<file path="src/rtl/z80fi_insn_packer_pkg.sv">
// Shared types for the z80fi retirement-record packer: register-pair indices,
// register snapshot struct and FSM state. Honours Z80FI_PACKER_ALT_REGS_EN.
package z80fi_pkg;

  localparam int REG_BC = 0;
  localparam int REG_DE = 1;
  localparam int REG_HL = 2;
  localparam int REG_SP = 3;

  typedef struct packed {
    logic [15:0] ip;
    logic [15:0] af;
    logic [15:0] bc;
    logic [15:0] de;
    logic [15:0] hl;
    logic [15:0] ix;
    logic [15:0] iy;
    logic [15:0] sp;
`ifdef Z80FI_PACKER_ALT_REGS_EN
    logic [15:0] af2;
    logic [15:0] bc2;
    logic [15:0] de2;
    logic [15:0] hl2;
`endif
  } z80fi_regs_t;

  typedef enum logic {
    ST_IDLE    = 1'b0,
    ST_COLLECT = 1'b1
  } z80fi_state_t;

endpackage

</file>
<file path="src/rtl/z80fi_insn_packer_if.sv">
// Sequencer-side observation signals and the emitted z80fi record.
// Alternate register set present only with Z80FI_PACKER_ALT_REGS_EN.
interface z80fi_insn_packer_if #(
  parameter int MAX_LEN = 4
);
  logic                   insn_start;
  logic                   insn_byte_valid;
  logic [7:0]             insn_byte;
  logic                   insn_abort;
  logic [15:0]            reg_ip, reg_af, reg_bc, reg_de, reg_hl, reg_ix, reg_iy, reg_sp;
  logic                   z80fi_valid;
  logic [8*MAX_LEN-1:0]   z80fi_insn;
  logic [2:0]             z80fi_insn_len;
  logic                   z80fi_insn_err;
  logic [15:0]            z80fi_reg_ip_in, z80fi_reg_ip_out;
  logic [15:0]            z80fi_reg_af_in, z80fi_reg_af_out;
  logic [15:0]            z80fi_reg_bc_in, z80fi_reg_bc_out;
  logic [15:0]            z80fi_reg_de_in, z80fi_reg_de_out;
  logic [15:0]            z80fi_reg_hl_in, z80fi_reg_hl_out;
  logic [15:0]            z80fi_reg_ix_in, z80fi_reg_ix_out;
  logic [15:0]            z80fi_reg_iy_in, z80fi_reg_iy_out;
  logic [15:0]            z80fi_reg_sp_in, z80fi_reg_sp_out;
`ifdef Z80FI_PACKER_ALT_REGS_EN
  logic [15:0]            reg_af2, reg_bc2, reg_de2, reg_hl2;
  logic [15:0]            z80fi_reg_af2_in, z80fi_reg_af2_out;
  logic [15:0]            z80fi_reg_bc2_in, z80fi_reg_bc2_out;
  logic [15:0]            z80fi_reg_de2_in, z80fi_reg_de2_out;
  logic [15:0]            z80fi_reg_hl2_in, z80fi_reg_hl2_out;
`endif

  modport master (
`ifdef Z80FI_PACKER_ALT_REGS_EN
    output reg_af2, reg_bc2, reg_de2, reg_hl2,
    input  z80fi_reg_af2_in, z80fi_reg_af2_out, z80fi_reg_bc2_in, z80fi_reg_bc2_out,
    input  z80fi_reg_de2_in, z80fi_reg_de2_out, z80fi_reg_hl2_in, z80fi_reg_hl2_out,
`endif
    output insn_start, insn_byte_valid, insn_byte, insn_abort,
    output reg_ip, reg_af, reg_bc, reg_de, reg_hl, reg_ix, reg_iy, reg_sp,
    input  z80fi_valid, z80fi_insn, z80fi_insn_len, z80fi_insn_err,
    input  z80fi_reg_ip_in, z80fi_reg_ip_out, z80fi_reg_af_in, z80fi_reg_af_out,
    input  z80fi_reg_bc_in, z80fi_reg_bc_out, z80fi_reg_de_in, z80fi_reg_de_out,
    input  z80fi_reg_hl_in, z80fi_reg_hl_out, z80fi_reg_ix_in, z80fi_reg_ix_out,
    input  z80fi_reg_iy_in, z80fi_reg_iy_out, z80fi_reg_sp_in, z80fi_reg_sp_out
  );

  modport slave (
`ifdef Z80FI_PACKER_ALT_REGS_EN
    input  reg_af2, reg_bc2, reg_de2, reg_hl2,
    output z80fi_reg_af2_in, z80fi_reg_af2_out, z80fi_reg_bc2_in, z80fi_reg_bc2_out,
    output z80fi_reg_de2_in, z80fi_reg_de2_out, z80fi_reg_hl2_in, z80fi_reg_hl2_out,
`endif
    input  insn_start, insn_byte_valid, insn_byte, insn_abort,
    input  reg_ip, reg_af, reg_bc, reg_de, reg_hl, reg_ix, reg_iy, reg_sp,
    output z80fi_valid, z80fi_insn, z80fi_insn_len, z80fi_insn_err,
    output z80fi_reg_ip_in, z80fi_reg_ip_out, z80fi_reg_af_in, z80fi_reg_af_out,
    output z80fi_reg_bc_in, z80fi_reg_bc_out, z80fi_reg_de_in, z80fi_reg_de_out,
    output z80fi_reg_hl_in, z80fi_reg_hl_out, z80fi_reg_ix_in, z80fi_reg_ix_out,
    output z80fi_reg_iy_in, z80fi_reg_iy_out, z80fi_reg_sp_in, z80fi_reg_sp_out
  );
endinterface

</file>
<file path="src/rtl/z80fi_insn_byte_collector.sv">
// Opcode byte buffer for the open instruction: length counter that saturates
// at MAX_LEN and a sticky overflow flag.
module z80fi_insn_byte_collector #(
  parameter int MAX_LEN = 4,
  parameter int LEN_W   = $clog2(MAX_LEN + 1)
) (
  input  logic                 clk,
  input  logic                 reset,
  input  logic                 i_clear,
  input  logic                 i_push,
  input  logic [7:0]           i_byte,
  output logic [8*MAX_LEN-1:0] o_buf,
  output logic [LEN_W-1:0]     o_len,
  output logic                 o_err
);

  logic [8*MAX_LEN-1:0] r_buf;
  logic [LEN_W-1:0]     r_len;
  logic                 r_err;

  always_ff @(posedge clk or posedge reset) begin
    if (reset) begin
      r_buf <= '0;
      r_len <= '0;
      r_err <= 1'b0;
    end else if (i_clear) begin
      // A byte pushed alongside clear is byte 0 of the new instruction
      r_buf <= '0;
      r_len <= '0;
      r_err <= 1'b0;
      if (i_push) begin
        r_buf[7:0] <= i_byte;
        r_len      <= LEN_W'(1);
      end
    end else if (i_push) begin
      if (r_len < LEN_W'(MAX_LEN)) begin
        for (int i = 0; i < MAX_LEN; i++) begin
          if (r_len == LEN_W'(i)) r_buf[8*i +: 8] <= i_byte;
        end
        r_len <= r_len + LEN_W'(1);
      end else begin
        r_err <= 1'b1;
      end
    end
  end

  assign o_buf = r_buf;
  assign o_len = r_len;
  assign o_err = r_err;

endmodule

</file>
<file path="src/rtl/z80fi_insn_packer.sv">
// Builds one z80fi retirement record per instruction boundary.
// Optional alternate register set: Z80FI_PACKER_ALT_REGS_EN.
//   state      | meaning
//   ST_IDLE    | nothing pending (after reset or abort)
//   ST_COLLECT | an instruction is open, bytes are being gathered
module z80fi_insn_packer
  import z80fi_pkg::*;
#(
  parameter int MAX_LEN = 4
) (
  input  logic         clk,
  input  logic         reset,
  z80fi_insn_packer_if.slave bus
);

  localparam int LEN_W = $clog2(MAX_LEN + 1);

  z80fi_state_t         r_state;
  z80fi_regs_t          r_in;
  z80fi_regs_t          r_rec_in;
  z80fi_regs_t          r_rec_out;
  logic                 r_valid;
  logic [8*MAX_LEN-1:0] r_insn;
  logic [2:0]           r_len;
  logic                 r_err;

  z80fi_regs_t          w_live;
  logic                 w_clear;
  logic                 w_push;
  logic [8*MAX_LEN-1:0] w_buf;
  logic [LEN_W-1:0]     w_len;
  logic                 w_err;

  always_comb begin
    w_live    = '0;
    w_live.ip = bus.reg_ip;
    w_live.af = bus.reg_af;
    w_live.bc = bus.reg_bc;
    w_live.de = bus.reg_de;
    w_live.hl = bus.reg_hl;
    w_live.ix = bus.reg_ix;
    w_live.iy = bus.reg_iy;
    w_live.sp = bus.reg_sp;
`ifdef Z80FI_PACKER_ALT_REGS_EN
    w_live.af2 = bus.reg_af2;
    w_live.bc2 = bus.reg_bc2;
    w_live.de2 = bus.reg_de2;
    w_live.hl2 = bus.reg_hl2;
`endif
  end

  // Abort beats start: no new instruction opens and no bytes are taken
  assign w_clear = bus.insn_start & ~bus.insn_abort;
  assign w_push  = bus.insn_byte_valid & ~bus.insn_abort &
                   (w_clear | (r_state == ST_COLLECT));

  z80fi_insn_byte_collector #(
    .MAX_LEN (MAX_LEN),
    .LEN_W   (LEN_W)
  ) u_collector (
    .clk     (clk),
    .reset   (reset),
    .i_clear (w_clear),
    .i_push  (w_push),
    .i_byte  (bus.insn_byte),
    .o_buf   (w_buf),
    .o_len   (w_len),
    .o_err   (w_err)
  );

  always_ff @(posedge clk or posedge reset) begin
    if (reset) begin
      r_state   <= ST_IDLE;
      r_in      <= '0;
      r_rec_in  <= '0;
      r_rec_out <= '0;
      r_valid   <= 1'b0;
      r_insn    <= '0;
      r_len     <= '0;
      r_err     <= 1'b0;
    end else begin
      r_valid <= 1'b0;
      if (bus.insn_abort) begin
        r_state <= ST_IDLE;
      end else if (bus.insn_start) begin
        if (r_state == ST_COLLECT) begin
          r_valid   <= 1'b1;
          r_insn    <= w_buf;
          r_len     <= 3'(w_len);
          r_err     <= w_err;
          r_rec_in  <= r_in;
          r_rec_out <= w_live;
        end
        r_in    <= w_live;
        r_state <= ST_COLLECT;
      end
    end
  end

  assign bus.z80fi_valid      = r_valid;
  assign bus.z80fi_insn       = r_insn;
  assign bus.z80fi_insn_len   = r_len;
  assign bus.z80fi_insn_err   = r_err;
  assign bus.z80fi_reg_ip_in  = r_rec_in.ip;
  assign bus.z80fi_reg_ip_out = r_rec_out.ip;
  assign bus.z80fi_reg_af_in  = r_rec_in.af;
  assign bus.z80fi_reg_af_out = r_rec_out.af;
  assign bus.z80fi_reg_bc_in  = r_rec_in.bc;
  assign bus.z80fi_reg_bc_out = r_rec_out.bc;
  assign bus.z80fi_reg_de_in  = r_rec_in.de;
  assign bus.z80fi_reg_de_out = r_rec_out.de;
  assign bus.z80fi_reg_hl_in  = r_rec_in.hl;
  assign bus.z80fi_reg_hl_out = r_rec_out.hl;
  assign bus.z80fi_reg_ix_in  = r_rec_in.ix;
  assign bus.z80fi_reg_ix_out = r_rec_out.ix;
  assign bus.z80fi_reg_iy_in  = r_rec_in.iy;
  assign bus.z80fi_reg_iy_out = r_rec_out.iy;
  assign bus.z80fi_reg_sp_in  = r_rec_in.sp;
  assign bus.z80fi_reg_sp_out = r_rec_out.sp;
`ifdef Z80FI_PACKER_ALT_REGS_EN
  assign bus.z80fi_reg_af2_in  = r_rec_in.af2;
  assign bus.z80fi_reg_af2_out = r_rec_out.af2;
  assign bus.z80fi_reg_bc2_in  = r_rec_in.bc2;
  assign bus.z80fi_reg_bc2_out = r_rec_out.bc2;
  assign bus.z80fi_reg_de2_in  = r_rec_in.de2;
  assign bus.z80fi_reg_de2_out = r_rec_out.de2;
  assign bus.z80fi_reg_hl2_in  = r_rec_in.hl2;
  assign bus.z80fi_reg_hl2_out = r_rec_out.hl2;
`endif

endmodule

</file>
<file path="src/flat_wrapper.sv">
// flat-port wrapper written by rule: the top's interface ports become plain ports
module z80fi_insn_packer_flat import z80fi_pkg::*;
#(
  parameter int MAX_LEN = 4
)
  (clk, reset, bus_insn_start, bus_insn_byte_valid, bus_insn_byte, bus_insn_abort, bus_reg_ip, bus_reg_af, bus_reg_bc, bus_reg_de, bus_reg_hl, bus_reg_ix, bus_reg_iy, bus_reg_sp, bus_z80fi_valid, bus_z80fi_insn, bus_z80fi_insn_len, bus_z80fi_insn_err, bus_z80fi_reg_ip_in, bus_z80fi_reg_ip_out, bus_z80fi_reg_af_in, bus_z80fi_reg_af_out, bus_z80fi_reg_bc_in, bus_z80fi_reg_bc_out, bus_z80fi_reg_de_in, bus_z80fi_reg_de_out, bus_z80fi_reg_hl_in, bus_z80fi_reg_hl_out, bus_z80fi_reg_ix_in, bus_z80fi_reg_ix_out, bus_z80fi_reg_iy_in, bus_z80fi_reg_iy_out, bus_z80fi_reg_sp_in, bus_z80fi_reg_sp_out);
  z80fi_insn_packer_if #(.MAX_LEN(MAX_LEN)) bus_i ();
  input  logic clk;
  input  logic reset;
  input wire logic [$bits(bus_i.insn_start)-1:0] bus_insn_start;
  input wire logic [$bits(bus_i.insn_byte_valid)-1:0] bus_insn_byte_valid;
  input wire logic [$bits(bus_i.insn_byte)-1:0] bus_insn_byte;
  input wire logic [$bits(bus_i.insn_abort)-1:0] bus_insn_abort;
  input wire logic [$bits(bus_i.reg_ip)-1:0] bus_reg_ip;
  input wire logic [$bits(bus_i.reg_af)-1:0] bus_reg_af;
  input wire logic [$bits(bus_i.reg_bc)-1:0] bus_reg_bc;
  input wire logic [$bits(bus_i.reg_de)-1:0] bus_reg_de;
  input wire logic [$bits(bus_i.reg_hl)-1:0] bus_reg_hl;
  input wire logic [$bits(bus_i.reg_ix)-1:0] bus_reg_ix;
  input wire logic [$bits(bus_i.reg_iy)-1:0] bus_reg_iy;
  input wire logic [$bits(bus_i.reg_sp)-1:0] bus_reg_sp;
  output wire logic [$bits(bus_i.z80fi_valid)-1:0] bus_z80fi_valid;
  output wire logic [$bits(bus_i.z80fi_insn)-1:0] bus_z80fi_insn;
  output wire logic [$bits(bus_i.z80fi_insn_len)-1:0] bus_z80fi_insn_len;
  output wire logic [$bits(bus_i.z80fi_insn_err)-1:0] bus_z80fi_insn_err;
  output wire logic [$bits(bus_i.z80fi_reg_ip_in)-1:0] bus_z80fi_reg_ip_in;
  output wire logic [$bits(bus_i.z80fi_reg_ip_out)-1:0] bus_z80fi_reg_ip_out;
  output wire logic [$bits(bus_i.z80fi_reg_af_in)-1:0] bus_z80fi_reg_af_in;
  output wire logic [$bits(bus_i.z80fi_reg_af_out)-1:0] bus_z80fi_reg_af_out;
  output wire logic [$bits(bus_i.z80fi_reg_bc_in)-1:0] bus_z80fi_reg_bc_in;
  output wire logic [$bits(bus_i.z80fi_reg_bc_out)-1:0] bus_z80fi_reg_bc_out;
  output wire logic [$bits(bus_i.z80fi_reg_de_in)-1:0] bus_z80fi_reg_de_in;
  output wire logic [$bits(bus_i.z80fi_reg_de_out)-1:0] bus_z80fi_reg_de_out;
  output wire logic [$bits(bus_i.z80fi_reg_hl_in)-1:0] bus_z80fi_reg_hl_in;
  output wire logic [$bits(bus_i.z80fi_reg_hl_out)-1:0] bus_z80fi_reg_hl_out;
  output wire logic [$bits(bus_i.z80fi_reg_ix_in)-1:0] bus_z80fi_reg_ix_in;
  output wire logic [$bits(bus_i.z80fi_reg_ix_out)-1:0] bus_z80fi_reg_ix_out;
  output wire logic [$bits(bus_i.z80fi_reg_iy_in)-1:0] bus_z80fi_reg_iy_in;
  output wire logic [$bits(bus_i.z80fi_reg_iy_out)-1:0] bus_z80fi_reg_iy_out;
  output wire logic [$bits(bus_i.z80fi_reg_sp_in)-1:0] bus_z80fi_reg_sp_in;
  output wire logic [$bits(bus_i.z80fi_reg_sp_out)-1:0] bus_z80fi_reg_sp_out;
  assign bus_i.insn_start = bus_insn_start;
  assign bus_i.insn_byte_valid = bus_insn_byte_valid;
  assign bus_i.insn_byte = bus_insn_byte;
  assign bus_i.insn_abort = bus_insn_abort;
  assign bus_i.reg_ip = bus_reg_ip;
  assign bus_i.reg_af = bus_reg_af;
  assign bus_i.reg_bc = bus_reg_bc;
  assign bus_i.reg_de = bus_reg_de;
  assign bus_i.reg_hl = bus_reg_hl;
  assign bus_i.reg_ix = bus_reg_ix;
  assign bus_i.reg_iy = bus_reg_iy;
  assign bus_i.reg_sp = bus_reg_sp;
  assign bus_z80fi_valid = bus_i.z80fi_valid;
  assign bus_z80fi_insn = bus_i.z80fi_insn;
  assign bus_z80fi_insn_len = bus_i.z80fi_insn_len;
  assign bus_z80fi_insn_err = bus_i.z80fi_insn_err;
  assign bus_z80fi_reg_ip_in = bus_i.z80fi_reg_ip_in;
  assign bus_z80fi_reg_ip_out = bus_i.z80fi_reg_ip_out;
  assign bus_z80fi_reg_af_in = bus_i.z80fi_reg_af_in;
  assign bus_z80fi_reg_af_out = bus_i.z80fi_reg_af_out;
  assign bus_z80fi_reg_bc_in = bus_i.z80fi_reg_bc_in;
  assign bus_z80fi_reg_bc_out = bus_i.z80fi_reg_bc_out;
  assign bus_z80fi_reg_de_in = bus_i.z80fi_reg_de_in;
  assign bus_z80fi_reg_de_out = bus_i.z80fi_reg_de_out;
  assign bus_z80fi_reg_hl_in = bus_i.z80fi_reg_hl_in;
  assign bus_z80fi_reg_hl_out = bus_i.z80fi_reg_hl_out;
  assign bus_z80fi_reg_ix_in = bus_i.z80fi_reg_ix_in;
  assign bus_z80fi_reg_ix_out = bus_i.z80fi_reg_ix_out;
  assign bus_z80fi_reg_iy_in = bus_i.z80fi_reg_iy_in;
  assign bus_z80fi_reg_iy_out = bus_i.z80fi_reg_iy_out;
  assign bus_z80fi_reg_sp_in = bus_i.z80fi_reg_sp_in;
  assign bus_z80fi_reg_sp_out = bus_i.z80fi_reg_sp_out;
  z80fi_insn_packer #(.MAX_LEN(MAX_LEN)) u_core (.clk(clk), .reset(reset), .bus(bus_i));
endmodule
</file>
<file path="config.mk">
export PLATFORM = sky130hd
export DESIGN_NAME = z80fi_insn_packer_flat
export DESIGN_NICKNAME = d
export VERILOG_FILES = /design/src/rtl/z80fi_insn_packer_pkg.sv /design/src/rtl/z80fi_insn_packer_if.sv /design/src/rtl/z80fi_insn_byte_collector.sv /design/src/rtl/z80fi_insn_packer.sv /design/src/flat_wrapper.sv
export SDC_FILE = /design/constraint.sdc
export NUM_CORES = 1
export LEC_CHECK = 0
export CAP_MARGIN = 20
export CORE_MARGIN = 10
export CORE_UTILIZATION = 49
export CTS_CLUSTER_SIZE = 14
export DETAILED_ROUTE_END_ITERATION = 8
export PLACE_DENSITY = 0.87
export SYNTH_ARGS = -nofsm -noshare
export SYNTH_HDL_FRONTEND = slang
export SYNTH_HIERARCHICAL = 1
export SYNTH_SLANG_ARGS = --single-unit
</file>
<file path="constraint.sdc">
create_clock -name clk -period 18.87 [get_ports clk]
set_clock_uncertainty 0.2 [all_clocks]
set_input_delay 3.774 -clock clk [delete_from_list [all_inputs] [get_ports clk]]
set_output_delay 3.774 -clock clk [all_outputs]
set_load 0.02 [all_outputs]
</file>
==> reports/results.ini <==
[pwr]
ir_worst_vdd_uv=113
intPower_mw=2.18
clock_power_share_pct=30.1
p_switching_uw=918
power_switching_share_pct=29.7
p_seq_share_pct=42.3
power_mw=3.09
p_comb_share_pct=27.6
p_per_area_nw_per_um2=131
power_leakage_nw=10.4

[floorplanning]
core_area_um2=35600
fp.dieH_um=210
dieArea_um2=44000
dieWidth_um=210
row_count=69
start_util_pct=49.6
ios=434

[clock_network]
clockBufferDepth=3
cts.sinks=458
htree_levels=2
cts_setup_buffers=0
cts_tree=done
clk_latency_ns=0.57
clockRootBuffer=clkbuf_16
numCtsBuffers=47
clk_pin_slew_ns=0.06
cts_resized=0
holdBufCountCts=0

[sta]
post-route-period-util_pct=33.1
timing.final.ws_setup_ns=12.62
setup_viol=0
maxSlewHeadroom_pct=34.4
hold_violations=0
slew_violations=0
post-route-min-period_ns=6.25
maxClockFrequency_ghz=0.160
setup_tns_ns=0
tightest_slew_ns=0.984
rsz0062_at_grt=false

[logic_synthesis]
synth_seq_cells=458
syn_nets=1193
yosys.area.top_type=dfrtp_1
ys_seq_area_share_pct=65.0
synth_flop_cell=dfrtp_1
synth_edf_count=0
yosys_warnings=6
syn_avg_cell_area_um2=16.8
synth_cells=1047
synth_area_um2=17600
yosys-top-cells-area=dfrtp_1 (65%), mux2_1 (17%), mux2_2 (5.9%), mux2_4 (5.0%), buf_6 (2.8%)
async_flop_share_pct=100
yosysTopAreaCellShare_pct=65.0
synth.distinct_cells=26

[grt]
grt_max_degree=169
grt_overflow_total=0
grt_pass1_vias=11694
grt_pass1_wl_um=72100
antenna_found_initial=2
grt.total_usage_pct=20.9

[critical_path]
rr_worst_depth=3
critical_path.startpoint=reset
required_ns=19.22
crit_path_end_kind=async pin
crit_top_cell=buf_4
cp.arrival_ns=6.60
crit_chain=clkdlybuf4s50_1 -> inv_8 -> buf_4 -> buf_4
cp_slowest_cell=buf_4
r2r_slack_ns=16.52
critPathLaunchType=primary input
worstPathMaxFanout=112
crit_buf_inv=4
r2r-start=u_core/r_state$_DFFE_PP0P_
setup.worst_path.class=primary input to async pin
critPathTopFamily=buffers and inverters
slowest_delay_ns=0.87
regToRegEndpoint=u_core/bus.z80fi_reg_ip_out[12]$_DFFE_PP0P_

[drt]
totalWireLength_um=46800
firstDrtPassIters=5
wl_per_cell_um=23.7
drtIter0Drc=554
vias_per_cell=5.26
vias=10417
ant_nets=0
drc=0

[placement]
placed_cell_area_um2=22100
post-place-ws_ns=11.87
io_buffers=433
dp_cells=1896
dp_hpwl_um=31400
gp_congestion=0.802

[finish]
instances_no_fill=1979
nets=1632
multi_input_area_um2=5590
seqCellArea_um2=11500
syn_to_final_growth_pct=34.4
final_area_um2=23700
drive_above_1_share_pct=16.1
n_fill_cell=2333
antenna_cells=0

[worst_hold_path]
holdCritStartpoint=u_core/r_in[45]$_DFFE_PP0P_
min_path_type=register to register
holdPathEnd=u_core/bus.z80fi_reg_ix_in[13]$_DFFE_PP0P_
hold_depth=1

[status]
status=completed

[job]
drv_cap=0

[kinds of logic (layout without fill, tap and decap cells)]
group | after synthesis | in the layout | synth area share (%)
multiplexers | 421 | 421 | 28.1
AND/OR/NAND/NOR | 65 | 65 | 1.73
flip-flops | 458 | 458 | 65.0
buffers and inverters | 60 | 531 | 3.28
AO/OA/AOI/OAI | 38 | 38 | 1.47
adder cells (fa/ha/maj) | 5 | 5 | 0.355
[final cells by class]
cell class | count | area share [%]
clock buffers | 68 | 5.82
clock inverters | 13 | 0.724
inverters | 6 | 0.127
multi-input cells | 529 | 23.6
flip-flops and latches | 458 | 48.4
well taps | 461 | 2.44
repair buffers | 444 | 18.9
[registers in the layout, indices dropped and copies added (netlist names), 16 cells and up]
| name | flops |
|---|---|
| u_core/bus.z80fi_insn | 32 |
| u_core/bus.z80fi_reg_af_in | 16 |
| u_core/bus.z80fi_reg_af_out | 16 |
| u_core/bus.z80fi_reg_bc_in | 16 |
| u_core/bus.z80fi_reg_bc_out | 16 |
| u_core/bus.z80fi_reg_de_in | 16 |
| u_core/bus.z80fi_reg_de_out | 16 |
| u_core/bus.z80fi_reg_hl_in | 16 |
| u_core/bus.z80fi_reg_hl_out | 16 |
| u_core/bus.z80fi_reg_ip_in | 16 |
| u_core/bus.z80fi_reg_ip_out | 16 |
| u_core/bus.z80fi_reg_ix_in | 16 |
| u_core/bus.z80fi_reg_ix_out | 16 |
| u_core/bus.z80fi_reg_iy_in | 16 |
| u_core/bus.z80fi_reg_iy_out | 16 |
| u_core/bus.z80fi_reg_sp_in | 16 |
| u_core/bus.z80fi_reg_sp_out | 16 |
| u_core/r_in | 128 |
| u_core/u_collector/o_buf | 32 |
[metrics by stage]
| step | hold WS, ns | utilization (%) |
|---|---|---|
| finish | 0.281 | 66.6 |
| global route | 0.290 | 66.6 |
| CTS | 0.282 | 66.4 |
| detailed placement | 0.267 | 62.1 |
| global placement | 0.261 | 62.1 |
| floorplan | 0.254 | - |
[cell usage in the layout (no fill, tap or decap), drive strengths merged]
cell type / instances
ha: 5
clkinv: 8
o31ai: 1
and3b: 3
clkdlybuf4s50: 433
a21oi: 27
o21ai: 1
o21a: 1
nand2: 48
nor3b: 1
nand2b: 1
and2b: 2
dfrtp: 458
a22o: 8
nor2b: 1
bufinv: 4
nor2: 5
buf: 11
mux2: 420
clkbuf: 68
inv: 7
nand3b: 4
mux2i: 1
[metal layers]
| metal | vias to the layer above | wire length, um | global-route usage, % |
|---|---|---|---|
| met2 | 453 | 22900 | 34.9 |
| li1 | 4532 | - | - |
| met1 | 5350 | 18200 | 24.5 |
| met5 | - | 23 | 0 |
| met3 | 78 | 4410 | 7.80 |
| met4 | 4 | 1230 | 6.77 |
[synth_stat cells, types with 3 or more instances]
cell and count:
dfrtp_1 458, mux2_1 269, mux2_2 92, mux2_4 59
nand2_1 48, buf_6 44, a21oi_1 18, a21oi_2 9
a22o_1 8, buf_2 6, inv_1 6, ha_1 5
nor2_1 5, buf_4 4, and3b_1 3, nand3b_1 3
[power groups by stage]
stage	clock network (mW)	logic, mW	registers, mW
2_1_floorplan	0	0.207	1.49
3_3_place_gp	0	0.834	1.30
3_5_place_dp	0	0.852	1.32
4_1_cts	0.951	0.864	1.31
5_1_grt	0.990	0.898	1.33
6_report	0.931	0.853	1.31
[worst max-delay path by stage]
stage	end	slack [ns]	cells after the start
after floorplan	u_core/bus.z80fi_insn[0]$_DFFE_PP0P_	3.15	1
after global placement	u_core/bus.z80fi_reg_iy_in[14]$_DFFE_PP0P_	11.94	4
after detailed placement	u_core/bus.z80fi_reg_ix_in[3]$_DFFE_PP0P_	11.87	4
after CTS	u_core/r_in[27]$_DFFE_PP0P_	12.47	4
after global routing	u_core/bus.z80fi_reg_iy_in[14]$_DFFE_PP0P_	12.20	4
final	u_core/bus.z80fi_reg_iy_out[5]$_DFFE_PP0P_	12.62	4
No activity file was read; power rests on OpenSTA's default activity.
